--- src/rtl/seq_det_prog.sv ---
// rtl/seq_det_prog.sv - programmable serial sequence detector, Mealy flag, optional match counter (SEQ_DET_PROG_CNT_EN)
module seq_det_prog #(
    parameter int MAX_LEN = 8,
    parameter int LEN_W   = 4,
    parameter int CNT_W   = 8
) (
    input  logic               clk,
    input  logic               rst_n,
    input  logic               cfg_load,
    input  logic [MAX_LEN-1:0] pattern,
    input  logic [LEN_W-1:0]   pat_len,
    input  logic               overlap,
    input  logic               seq_valid,
    input  logic               seq_in,
    input  logic               cnt_clr,
    output logic               flag,
    output logic [CNT_W-1:0]   match_cnt
);

    logic [MAX_LEN-1:0] cfg_pat;
    logic [LEN_W-1:0]   cfg_len;
    logic               cfg_ovl;
    logic [MAX_LEN-2:0] hist;
    logic [LEN_W-1:0]   fill;

    logic [LEN_W-1:0]   eff_len;
    logic [MAX_LEN-1:0] window;
    logic [MAX_LEN-1:0] len_mask;
    logic               len_ok;
    logic               bits_ok;
    logic               accept;
    logic [LEN_W-1:0]   fill_next;

    // Clamp the programmed length and build the mask of compared window bits
    always_comb begin
        eff_len  = cfg_len;
        len_mask = '0;
        if (cfg_len > LEN_W'(MAX_LEN)) begin
            eff_len = LEN_W'(MAX_LEN);
        end
        for (int i = 0; i < MAX_LEN; i++) begin
            len_mask[i] = (i < 32'(eff_len));
        end
    end

    // Compare the newest L bits against the pattern and raise the Mealy flag
    always_comb begin
        window  = {hist, seq_in};
        accept  = seq_valid & ~cfg_load;
        len_ok  = ((LEN_W+1)'(fill) + (LEN_W+1)'(1)) >= (LEN_W+1)'(eff_len);
        bits_ok = (((window ^ cfg_pat) & len_mask) == '0);
        flag    = accept & (eff_len != '0) & len_ok & bits_ok;
    end

    // Fill count: saturates at MAX_LEN, restarts after a match in non-overlap mode
    always_comb begin
        fill_next = fill;
        if (flag && !cfg_ovl) begin
            fill_next = '0;
        end else if (fill != LEN_W'(MAX_LEN)) begin
            fill_next = fill + 1'b1;
        end
    end

    // Configuration and history registers; a load discards that cycle's bit
    always_ff @(posedge clk or negedge rst_n) begin
        if (!rst_n) begin
            cfg_pat <= '0;
            cfg_len <= '0;
            cfg_ovl <= 1'b1;
            hist    <= '0;
            fill    <= '0;
        end else if (cfg_load) begin
            cfg_pat <= pattern;
            cfg_len <= pat_len;
            cfg_ovl <= overlap;
            fill    <= '0;
        end else if (seq_valid) begin
            hist    <= window[MAX_LEN-2:0];
            fill    <= fill_next;
        end
    end

`ifdef SEQ_DET_PROG_CNT_EN
    logic [CNT_W-1:0] cnt_q;

    // Saturating match counter; a clear in a matching cycle leaves one count
    always_ff @(posedge clk or negedge rst_n) begin
        if (!rst_n) begin
            cnt_q <= '0;
        end else if (cnt_clr) begin
            cnt_q <= CNT_W'(flag);
        end else if (flag && (cnt_q != {CNT_W{1'b1}})) begin
            cnt_q <= cnt_q + 1'b1;
        end
    end

    assign match_cnt = cnt_q;
`else
    logic unused_cnt_clr;

    assign unused_cnt_clr = cnt_clr;
    assign match_cnt      = '0;
`endif

endmodule

--- config.mk ---
export PLATFORM = sky130hd
export DESIGN_NAME = seq_det_prog
export DESIGN_NICKNAME = d
export VERILOG_FILES = /design/src/rtl/seq_det_prog.sv
export SDC_FILE = /design/constraint.sdc
export NUM_CORES = 1
export LEC_CHECK = 0
export CORE_UTILIZATION = 40
export CTS_CLUSTER_SIZE = 12
export DETAILED_ROUTE_END_ITERATION = 10
export PLACE_DENSITY_LB_ADDON = 0.15
export SLEW_MARGIN = 5
export SYNTH_ARGS = -nofsm -noshare
export SYNTH_HDL_FRONTEND = slang
export SYNTH_SLANG_ARGS = --single-unit
--- constraint.sdc ---
create_clock -name clk -period 4.8 [get_ports clk]
set_input_delay 0.48 -clock clk [delete_from_list [all_inputs] [get_ports clk]]
set_output_delay 0.48 -clock clk [all_outputs]
set_load 0.01 [all_outputs]
## Word-level counts from Yosys, hierarchy flattened

Cells that the tools add are included.

| storage, ports and cells | value |
|---|---|
| register bits | 24 |
| input port bits | 19 |
| output and inout bits | 9 |

| operators by class | value |
|---|---|
| add/subtract/negate cells | 2 |
| $lt $le $gt $ge | 10 |
| eq/ne operators | 1 |
| multiplexer cells | 5 |
| bitwise gates (word level) | 7 |
| reduce and logical (&&, ||, !) cells | 8 |

Operators by type and width:

| operator | number |
|---|---|
| $mux 4 | 5 |
| $lt 3x4->1 const A | 4 |
| $and 8x8->8 | 1 |
| $logic_not 8->1 | 1 |
| $lt 1x4->1 const A | 2 |
| $lt 2x4->1 const A | 2 |
| $xor 8x8->8 | 1 |
| $add 4x1->5 const B | 1 |
| $ge 5x4->1 | 1 |
| $add 4x1->4 const B | 1 |
| $and 1x1->1 | 4 |
| $gt 4x4->1 const B | 1 |
| $ne 4x4->1 const B | 1 |
| $reduce_and 2->1 | 2 |
| $reduce_bool 4->1 | 1 |
| $reduce_bool 3->1 | 1 |
| $reduce_bool 2->1 | 1 |
| $logic_and 1x1->1 | 1 |
| $logic_not 1->1 | 1 |
| $not 1->1 | 1 |

## Longest topological paths before layout

Gate-level depths: netlist of the first run.

| logic depth | value |
|---|---|
| depth after elaboration | 10 |
| depth in mapped cells | 8 |
| gate-level depth less buffers | 7 |

## Worst setup path after synthesis of the first run

OpenSTA, ideal clock, no wires.

| path | value |
|---|---|
| kind | register to output |
| start | register fill[0] |
| end | output flag |
| arrival | 1.739 ns |
| required time | 4.320 ns |
| setup slack | 2.581 ns |
| cell stages (with the launch flop) | 8 |
| cell sequence | dfrtp_1 -> ha_1 -> xor2_1 -> ha_1 -> o21ai_0 -> o21ai_0 -> and4_4 -> a21boi_1 |

| between the ends | value |
|---|---|
| longest elaborated chain between the ends | 4 |

Ends and longest elaborated chain:

| what | line | source |
|---|---|---|
| start, declared | 24 | `logic [LEN_W-1:0] fill;` |
| start signal, assigned | 80 | `fill <= fill_next;` |
| $add 4x1->5 | 50 | `len_ok = ((LEN_W+1)'(fill) + (LEN_W+1)'(1)) >= (LEN_W+1)'(eff_len);` |
| $ge 5x4->1 | 50 |  |
| $and 1x1->1 (2 in series) | 52 | `flag = accept & (eff_len != '0) & len_ok & bits_ok;` |
| end, declared | 16 | `output logic flag,` |

Every way passes these cells.

## Worst setup path after layout of the first run

Same ends and word-level chain as after synthesis.

==> metrics.log, run 1 <==
INFO  metric status = finished, final reports clean
INFO  metric cts_tree = done
INFO  metric area_of_the_die = 3770 um2
INFO  metric final_period_minus_worst_setup_slack = 3.24 ns
INFO  metric ir_drop = 0.000216 V
INFO  metric antenna_violating_nets_post_route = 0
INFO  metric port-buffer-count = 18
INFO  metric critical_path.top_delay_family = buffers and inverters
INFO  metric antenna_diodes = 0
INFO  metric boundaryPins = 28
INFO  metric final.setup_skew = 0.00347 ns
INFO  metric syn-instance-count = 119
INFO  metric cts_made_buffers = 3
INFO  metric layout_setup_ws = 1.56 ns
INFO  metric setup_repair_after_global_routing_missed_its_margin = false
INFO  metric synthesis.area = 1410 um2
INFO  metric setup_viol = 0
INFO  metric p_leak = 0.000671 uW
INFO  metric globalRoute.totalOverflow = 0
INFO  metric pwr_density_cell = 315 nW/um2
INFO  metric ys.warnings.count = 0
INFO  metric final_design_area_no_fill = 1620 um2
INFO  metric post-place-ws = 1.87 ns
INFO  metric max_cap_viol_count = 0
INFO  metric fin_setup_tns = 0 ns
INFO  metric synth-async-reset-ratio = 100%
INFO  metric ctsHtreeMaxLevel = 1
INFO  metric timing.rr.start = cfg_len[3]
INFO  metric post-cts-setup-buffer-count = 0
INFO  metric cp-end-kind = output pin
INFO  metric min_delay_worst_endpoint = cfg_pat[2]
INFO  metric critical_path.slowest_cell = clkdlybuf4s50_1
INFO  metric multi_input_area = 732 um2
INFO  metric wire_length_of_the_first_global_routing_pass = 3.92 mm
INFO  metric crit_path_start_kind = flop
INFO  metric total_number_of_cells_along_the_worst_setup_path = 8
INFO  metric grt_util_met1 = 17.7%
INFO  metric route.vias.total = 883
INFO  metric viasPerCell = 4.85
INFO  metric utilization = 48.1%
INFO  metric timing.critical_path.cells = ha_1 -> xor2_1 -> ha_1 -> o21ai_0 -> o21ai_0 -> and4_4 -> a21boi_1 -> clkdlybuf4s50_1
INFO  metric skew_pair_late_insertion_delay = 0.30 ns
INFO  metric syn_to_final_growth = 14.6%
INFO  metric detail_route.iter0.violations = 34
INFO  metric critical-path-max-stage-delay = 0.55 ns
INFO  metric hold_viol_final = 0
INFO  metric dr.pass1.iters = 4
INFO  metric hold-path-cell-count = 1
INFO  metric worst-r2r-cell-count = 7
INFO  metric detail_route.wl_per_cell = 12.4 um
INFO  metric route.final.wire_length = 2.27 mm
INFO  metric seqCellArea = 602 um2
INFO  metric ctsHoldBuffers = 0
INFO  metric wp_data_arrival = 2.76 ns
INFO  metric cts_resized = 0
INFO  metric finalWeightedCongestion = 0.817
INFO  metric report.final.slew_viol_count = 0
INFO  metric clkSinkCount = 24
INFO  metric synth_enable_flop_cells = 0
INFO  metric dpl.hpwl = 1.80 mm
INFO  metric avgSynthCellArea = 11.8 um2
INFO  metric fillCellCount = 321
INFO  metric maximum_number_of_pins_on_one_net_before_global_route_repair = 25
INFO  metric grt_use_total = 14.6%
INFO  metric core-area = 3360 um2
INFO  metric timing.hold.worst.class = reg2reg
INFO  metric min-delay-start = cfg_pat[2]
INFO  metric path_max_fanout = 5
INFO  metric ys_ff_latch = 24
INFO  metric clock_tree.buffer_depth = 2
INFO  metric post_synth_num_cell_types = 33
INFO  metric die_x = 61.4 um
INFO  metric start_util = 41.9%
INFO  metric final_min_period_over_clock_period = 67.6%
INFO  metric clkSlewWorstSetupHoldPaths = 0.12 ns
INFO  metric capture_point_of_the_worst_reg_to_reg_path = fill[0]
INFO  metric transition_at_the_pin_with_the_smallest_max_transition_slack = 1.04 ns
INFO  metric placement_rows = 21
INFO  metric relSlewSlack = 30.7%
INFO  metric fmaxAchievable = 0.308 GHz
INFO  metric net_count_of_the_finished_layout = 162
INFO  metric crit_buf_inv = 1
INFO  metric globalRouteMet2Util = 25.9%
INFO  metric ys_dominant_reg_cell = dfrtp_1
INFO  metric clock_tree.root_cell = clkbuf_4
INFO  metric grt_antenna_before_repair = 0
INFO  metric grt_util_met3 = 2.52%
INFO  metric timing_worst_setup_path_type = reg2out
INFO  metric drive_above_1_share = 23.5%
INFO  metric worst_setup_slack_for_register_to_register_paths = 2.82 ns
INFO  metric height_of_the_chip = 61.4 um
INFO  metric dpl_cell_area = 1590 um2
INFO  metric gr-max-usage-layer = met2
INFO  metric worst-endpoint-required = 4.32 ns
INFO  metric remaining_design_rule_violation_count = 0
INFO  metric number_of_global_route_vias_before_repair = 924
INFO  metric ys_seq_area_share = 42.7%
-- stage by stage --
stage,std cells,total power (uW),hold WS [ns]
final,182,509,0.544
after global routing,182,546,0.574
after CTS,182,517,0.550
after detailed placement,178,427,0.520
after global placement,178,420,0.511
after floorplan,126,388,0.184
-- flip-flops by register name, summed over array words and instances, names as in the netlist --
register,cells
cfg_pat,8
cfg_len,4
hist,7
fill,4
cfg_ovl,1
-- routing by layer --
| layer | wire, um | share of wire, % |
|---|---|---|
| met1 | 1030 | 45 |
| met4 | 18 | 0.79 |
| met3 | 73 | 3.2 |
| met5 | 0 | 0 |
| met2 | 1150 | 51 |
-- cell usage after synthesis (all sizes together), types with 2 or more instances --
cell type  count  share of area (%)
nand4          2               0.89
nand3          2               0.71
xor2           5                3.1
a21oi          3                1.3
clkbuf         2               0.53
mux2          19                 15
a31oi          2                2.0
nor2           3               0.80
mux2i          3                2.1
nand2          5                1.3
dfrtp         23                 41
inv            3               0.80
ha             6                5.3
buf           11                5.9
nand2b         4                2.8
xnor2          7                4.3
a211oi         5                2.7
o21ai          5                2.0
-- worst max-delay path by stage --
stage                  start    to  slack [ns]
floorplan            fill[0]  flag        2.58
global placement    cfg_load  flag        1.89
detailed placement  cfg_load  flag        1.87
CTS                  fill[0]  flag        1.51
global route         fill[0]  flag        1.32
finish               fill[0]  flag        1.56
-- cell families (layout without fill, tap and decap cells) --
logic type	Yosys count	count (layout)	synth area share (%)
compound gates	18	18	10.7
fa+ha+maj	6	6	5.32
other cells	1	8	0.266
buf+inv	16	26	7.28
flops	24	24	42.7
xor+xnor	12	12	7.45
mux	22	22	17.3
simple gates	20	20	8.96
-- layout by cell type, fill, tap and decap left out, types with 3 or more instances in the layout --
master	n
a211oi_1	5
clkbuf_4	3
clkdlybuf4s50_1	18
conb_1	8
dfrtp_1	23
ha_1	6
inv_1	3
mux2_2	19
mux2i_1	3
nand2_1	5
nor2_1	3
o21ai_0	4
xnor2_1	7
xor2_1	5
-- layout make-up --
| type | count | share of cell area [%] |
|---|---|---|
| flip-flops and latches | 24 | 37.2 |
| multi-input cells | 86 | 45.3 |
| repair buffers | 19 | 11.6 |
| clock buffers | 4 | 1.63 |
| well taps | 46 | 3.56 |
| inverters | 3 | 0.697 |
-- power breakdown --
group          switching, uW  total, uW  internal, uW  leakage, uW
Clock                   56.4       88.7          32.3    0.0000150
Sequential              32.6        270           237     0.000289
Combinational           66.6        150          83.3     0.000366
No activity file was read; power rests on OpenSTA's default activity.
==> run 2: changes to the inputs <==
==> constraint.sdc (replaced) <==
create_clock -name clk -period 3.2 [get_ports clk]
set_input_delay 0.32 -clock clk [delete_from_list [all_inputs] [get_ports clk]]
set_output_delay 0.32 -clock clk [all_outputs]
set_load 0.01 [all_outputs]
==> metrics.log, run 2 (synthesis results as in run 1) <==
INFO  metric port-buffer-count = 18 (unchanged)
INFO  metric power_frac_seq = 47.3% (-5.8 points)
INFO  metric multi_input_area = 732 um2 (unchanged)
INFO  metric drive_above_1_share = 25.0% (+1.5 points)
INFO  metric ctsHtreeMaxLevel = 1 (unchanged)
INFO  metric fillCellCount = 331 (+3.1%)
INFO  metric antenna_violating_nets_post_route = 0 (unchanged)
INFO  metric detail_route.wirelength.met1 = 1.12 mm (+9.4%)
INFO  metric top_regs = cfg_pat: 8 flops, hist: 7 flops
INFO  metric clock_tree.buffer_depth = 2 (unchanged)
INFO  metric route.top_layer_used = met4
INFO  metric internal_power = 609 uW (+72%)
INFO  metric capture_point_of_the_worst_reg_to_reg_path = fill[3]
INFO  metric most-common-layout-cells = dfrtp_1, mux2_2, clkdlybuf4s50_1
INFO  metric route.vias.total = 887 (+0.45%)
INFO  metric switching_share = 28.7% (-1.8 points)
INFO  metric critical_path.slowest_cell = clkdlybuf4s50_1
INFO  metric worst-r2r-cell-count = 7 (unchanged)
INFO  metric path_max_fanout = 5 (unchanged)
INFO  metric start_util = 41.9% (unchanged)
INFO  metric routed-wl-met2 = 1.12 mm (-2.4%)
INFO  metric dpl.hpwl = 1.78 mm (-0.94%)
INFO  metric power_frac_clock = 26.4% (+9.0 points)
INFO  metric min_delay_worst_endpoint = cfg_pat[3]
INFO  metric instances_no_fill = 182 (unchanged)
INFO  metric antenna_diodes = 0 (unchanged)
INFO  metric max_flop_register = cfg_pat
INFO  metric critical-path-max-stage-delay = 0.55 ns (about the same)
INFO  metric finalWeightedCongestion = 0.802 (-1.8%)
INFO  metric area_of_the_die = 3770 um2 (unchanged)
INFO  metric worst_setup_slack_for_register_to_register_paths = 1.21 ns (-1.61 ns)
INFO  metric cp-end-kind = output pin
INFO  metric total_length_of_routed_met3_wires = 57 um (-22%)
INFO  metric cts_made_buffers = 3 (unchanged)
INFO  metric detail_route.iter0.violations = 31 (-8.8%)
INFO  metric ir_drop = 0.000296 V (+37%)
INFO  metric placement_rows = 21 (unchanged)
INFO  metric fmaxAchievable = 0.327 GHz
INFO  metric cts_tree = done
INFO  metric final.setup_skew = 0.00197 ns (-0.00150 ns)
INFO  metric net_count_of_the_finished_layout = 162 (unchanged)
INFO  metric viasPerCell = 4.87 (+0.45%)
INFO  metric detail_route.wl_per_cell = 12.9 um (+3.6%)
INFO  metric relSlewSlack = 26.3% (-4.3 points)
INFO  metric seqCellArea = 603 um2 (+0.21%)
INFO  metric min-delay-start = cfg_pat[3]
INFO  metric wire_length_of_the_first_global_routing_pass = 4.05 mm (+3.3%)
INFO  metric timing_worst_setup_path_type = reg2out
INFO  metric wp_data_arrival = 2.74 ns (-0.02 ns)
INFO  metric setup_repair_after_global_routing_missed_its_margin = false
INFO  metric clkSlewWorstSetupHoldPaths = 0.14 ns (+0.02 ns)
INFO  metric core-area = 3360 um2 (unchanged)
INFO  metric boundaryPins = 28 (unchanged)
INFO  metric critical_path.top_delay_family = buffers and inverters
INFO  metric setup_viol = 0 (unchanged)
INFO  metric final_period_minus_worst_setup_slack = 3.06 ns
INFO  metric most_prevalent_standard_cell_on_the_critical_path = ha_1
INFO  metric die_x = 61.4 um (unchanged)
INFO  metric worst-endpoint-required = 2.88 ns (-1.44 ns)
INFO  metric dr.pass1.iters = 4 (unchanged)
INFO  metric clock_tree.root_cell = clkbuf_4
INFO  metric timing.critical_path.cells = ha_1 -> xor2_1 -> ha_1 -> o21ai_0 -> o21ai_1 -> and4_4 -> a21boi_1 -> clkdlybuf4s50_1
INFO  metric globalRoute.totalOverflow = 0 (unchanged)
INFO  metric grt_use_total = 14.7% (+0.094 points)
INFO  metric remaining_design_rule_violation_count = 0 (unchanged)
INFO  metric clkSinkCount = 24 (unchanged)
INFO  metric p_leak = 0.000682 uW (+1.7%)
INFO  metric height_of_the_chip = 61.4 um (unchanged)
INFO  metric maximum_number_of_pins_on_one_net_before_global_route_repair = 25 (unchanged)
INFO  metric max_cap_viol_count = 0 (unchanged)
INFO  metric number_of_global_route_vias_before_repair = 877 (-5.1%)
INFO  metric route.final.wire_length = 2.35 mm (+3.6%)
INFO  metric skew_pair_late_insertion_delay = 0.32 ns (+0.02 ns)
INFO  metric crit_buf_inv = 1 (unchanged)
INFO  metric timing.hold.worst.class = reg2reg
INFO  metric most_frequent_standard_cell_in_the_layout_excluding_fill_and_tap_cells = dfrtp_1
INFO  metric largest_register_ffs = 8 (unchanged)
INFO  metric crit_path_start_kind = flop
INFO  metric hold_viol_final = 0 (unchanged)
INFO  metric placed_cells = 178 (unchanged)
INFO  metric fin_setup_tns = 0 ns (unchanged)
INFO  metric power.net_switching = 246 uW (+58%)
INFO  metric syn_to_final_growth = 16.6%
INFO  metric report.final.slew_viol_count = 0 (unchanged)
INFO  metric power.share.combinational = 26.4% (-3.1 points)
INFO  metric status = finished, final reports clean
INFO  metric transition_at_the_pin_with_the_smallest_max_transition_slack = 1.10 ns (+0.0644 ns)
INFO  metric pwr_density_cell = 520 nW/um2 (+65%)
INFO  metric timing.rr.start = cfg_len[3]
INFO  metric ctsHoldBuffers = 0 (unchanged)
INFO  metric hold-path-cell-count = 1 (unchanged)
INFO  metric grt_antenna_before_repair = 0 (unchanged)
INFO  metric final_min_period_over_clock_period = 95.6%
-- run 2: worst max path at each step --
stage,start,end,slack (ns),cells after the start
CTS,fill[0],flag,0.06,8
finish,fill[0],flag,0.14,8
detailed placement,fill[0],flag,0.44,8
floorplan,fill[0],flag,1.14,7
global route,fill[0],flag,0.04,8
global placement,fill[0],flag,0.50,8
-- run 2: metrics by stage --
| stage | total power [uW] | hold WS [ns] | setup slack [ns] | area [um2] | utilization (%) |
|---|---|---|---|---|---|
| after detailed placement | 641 | 0.519 | 0.439 | 1590 | 47.3 |
| after global placement | 630 | 0.511 | 0.499 | 1590 | 47.3 |
| after floorplan | 583 | 0.0244 | 1.14 | 1440 | - |
| final | 854 | 0.545 | 0.141 | 1640 | 48.9 |
| after CTS | 865 | 0.546 | 0.0603 | 1640 | 48.8 |
| after global routing | 904 | 0.558 | 0.0380 | 1640 | 48.9 |
-- run 2: routing by layer --
| metal | vias to the layer above | track usage [%] |
|---|---|---|
| li1 | 437 | - |
| met1 | 428 | 19.9 |
| met2 | 17 | 23.6 |
| met3 | 5 | 1.89 |
| met4 | 0 | 6.67 |
| met5 | - | 0 |
-- run 2: final cells by class --
type	instances	share of cell area, %
Tap cell	46	3.50
Sequential cell	24	36.7
Clock buffer	3	1.37
Multi-Input combinational cell	86	44.5
Clock inverter	1	1.83
Timing Repair Buffer	19	11.4
Inverter	3	0.685
-- run 2: power groups by stage --
stage,Clock (uW),Sequential [uW],Combinational [uW]
2_1_floorplan,0,397,186
3_3_place_gp,0,408,222
3_5_place_dp,0,412,229
4_1_cts,230,405,230
5_1_grt,239,414,250
6_report,225,404,225
-- run 2: repair_timing --
action                                 4_1_cts  5_1_grt
setup endpoints to repair                    0        1
endpoints found under the hold margin        0        0
setup buffers                                0        0
resized for setup                            0        2
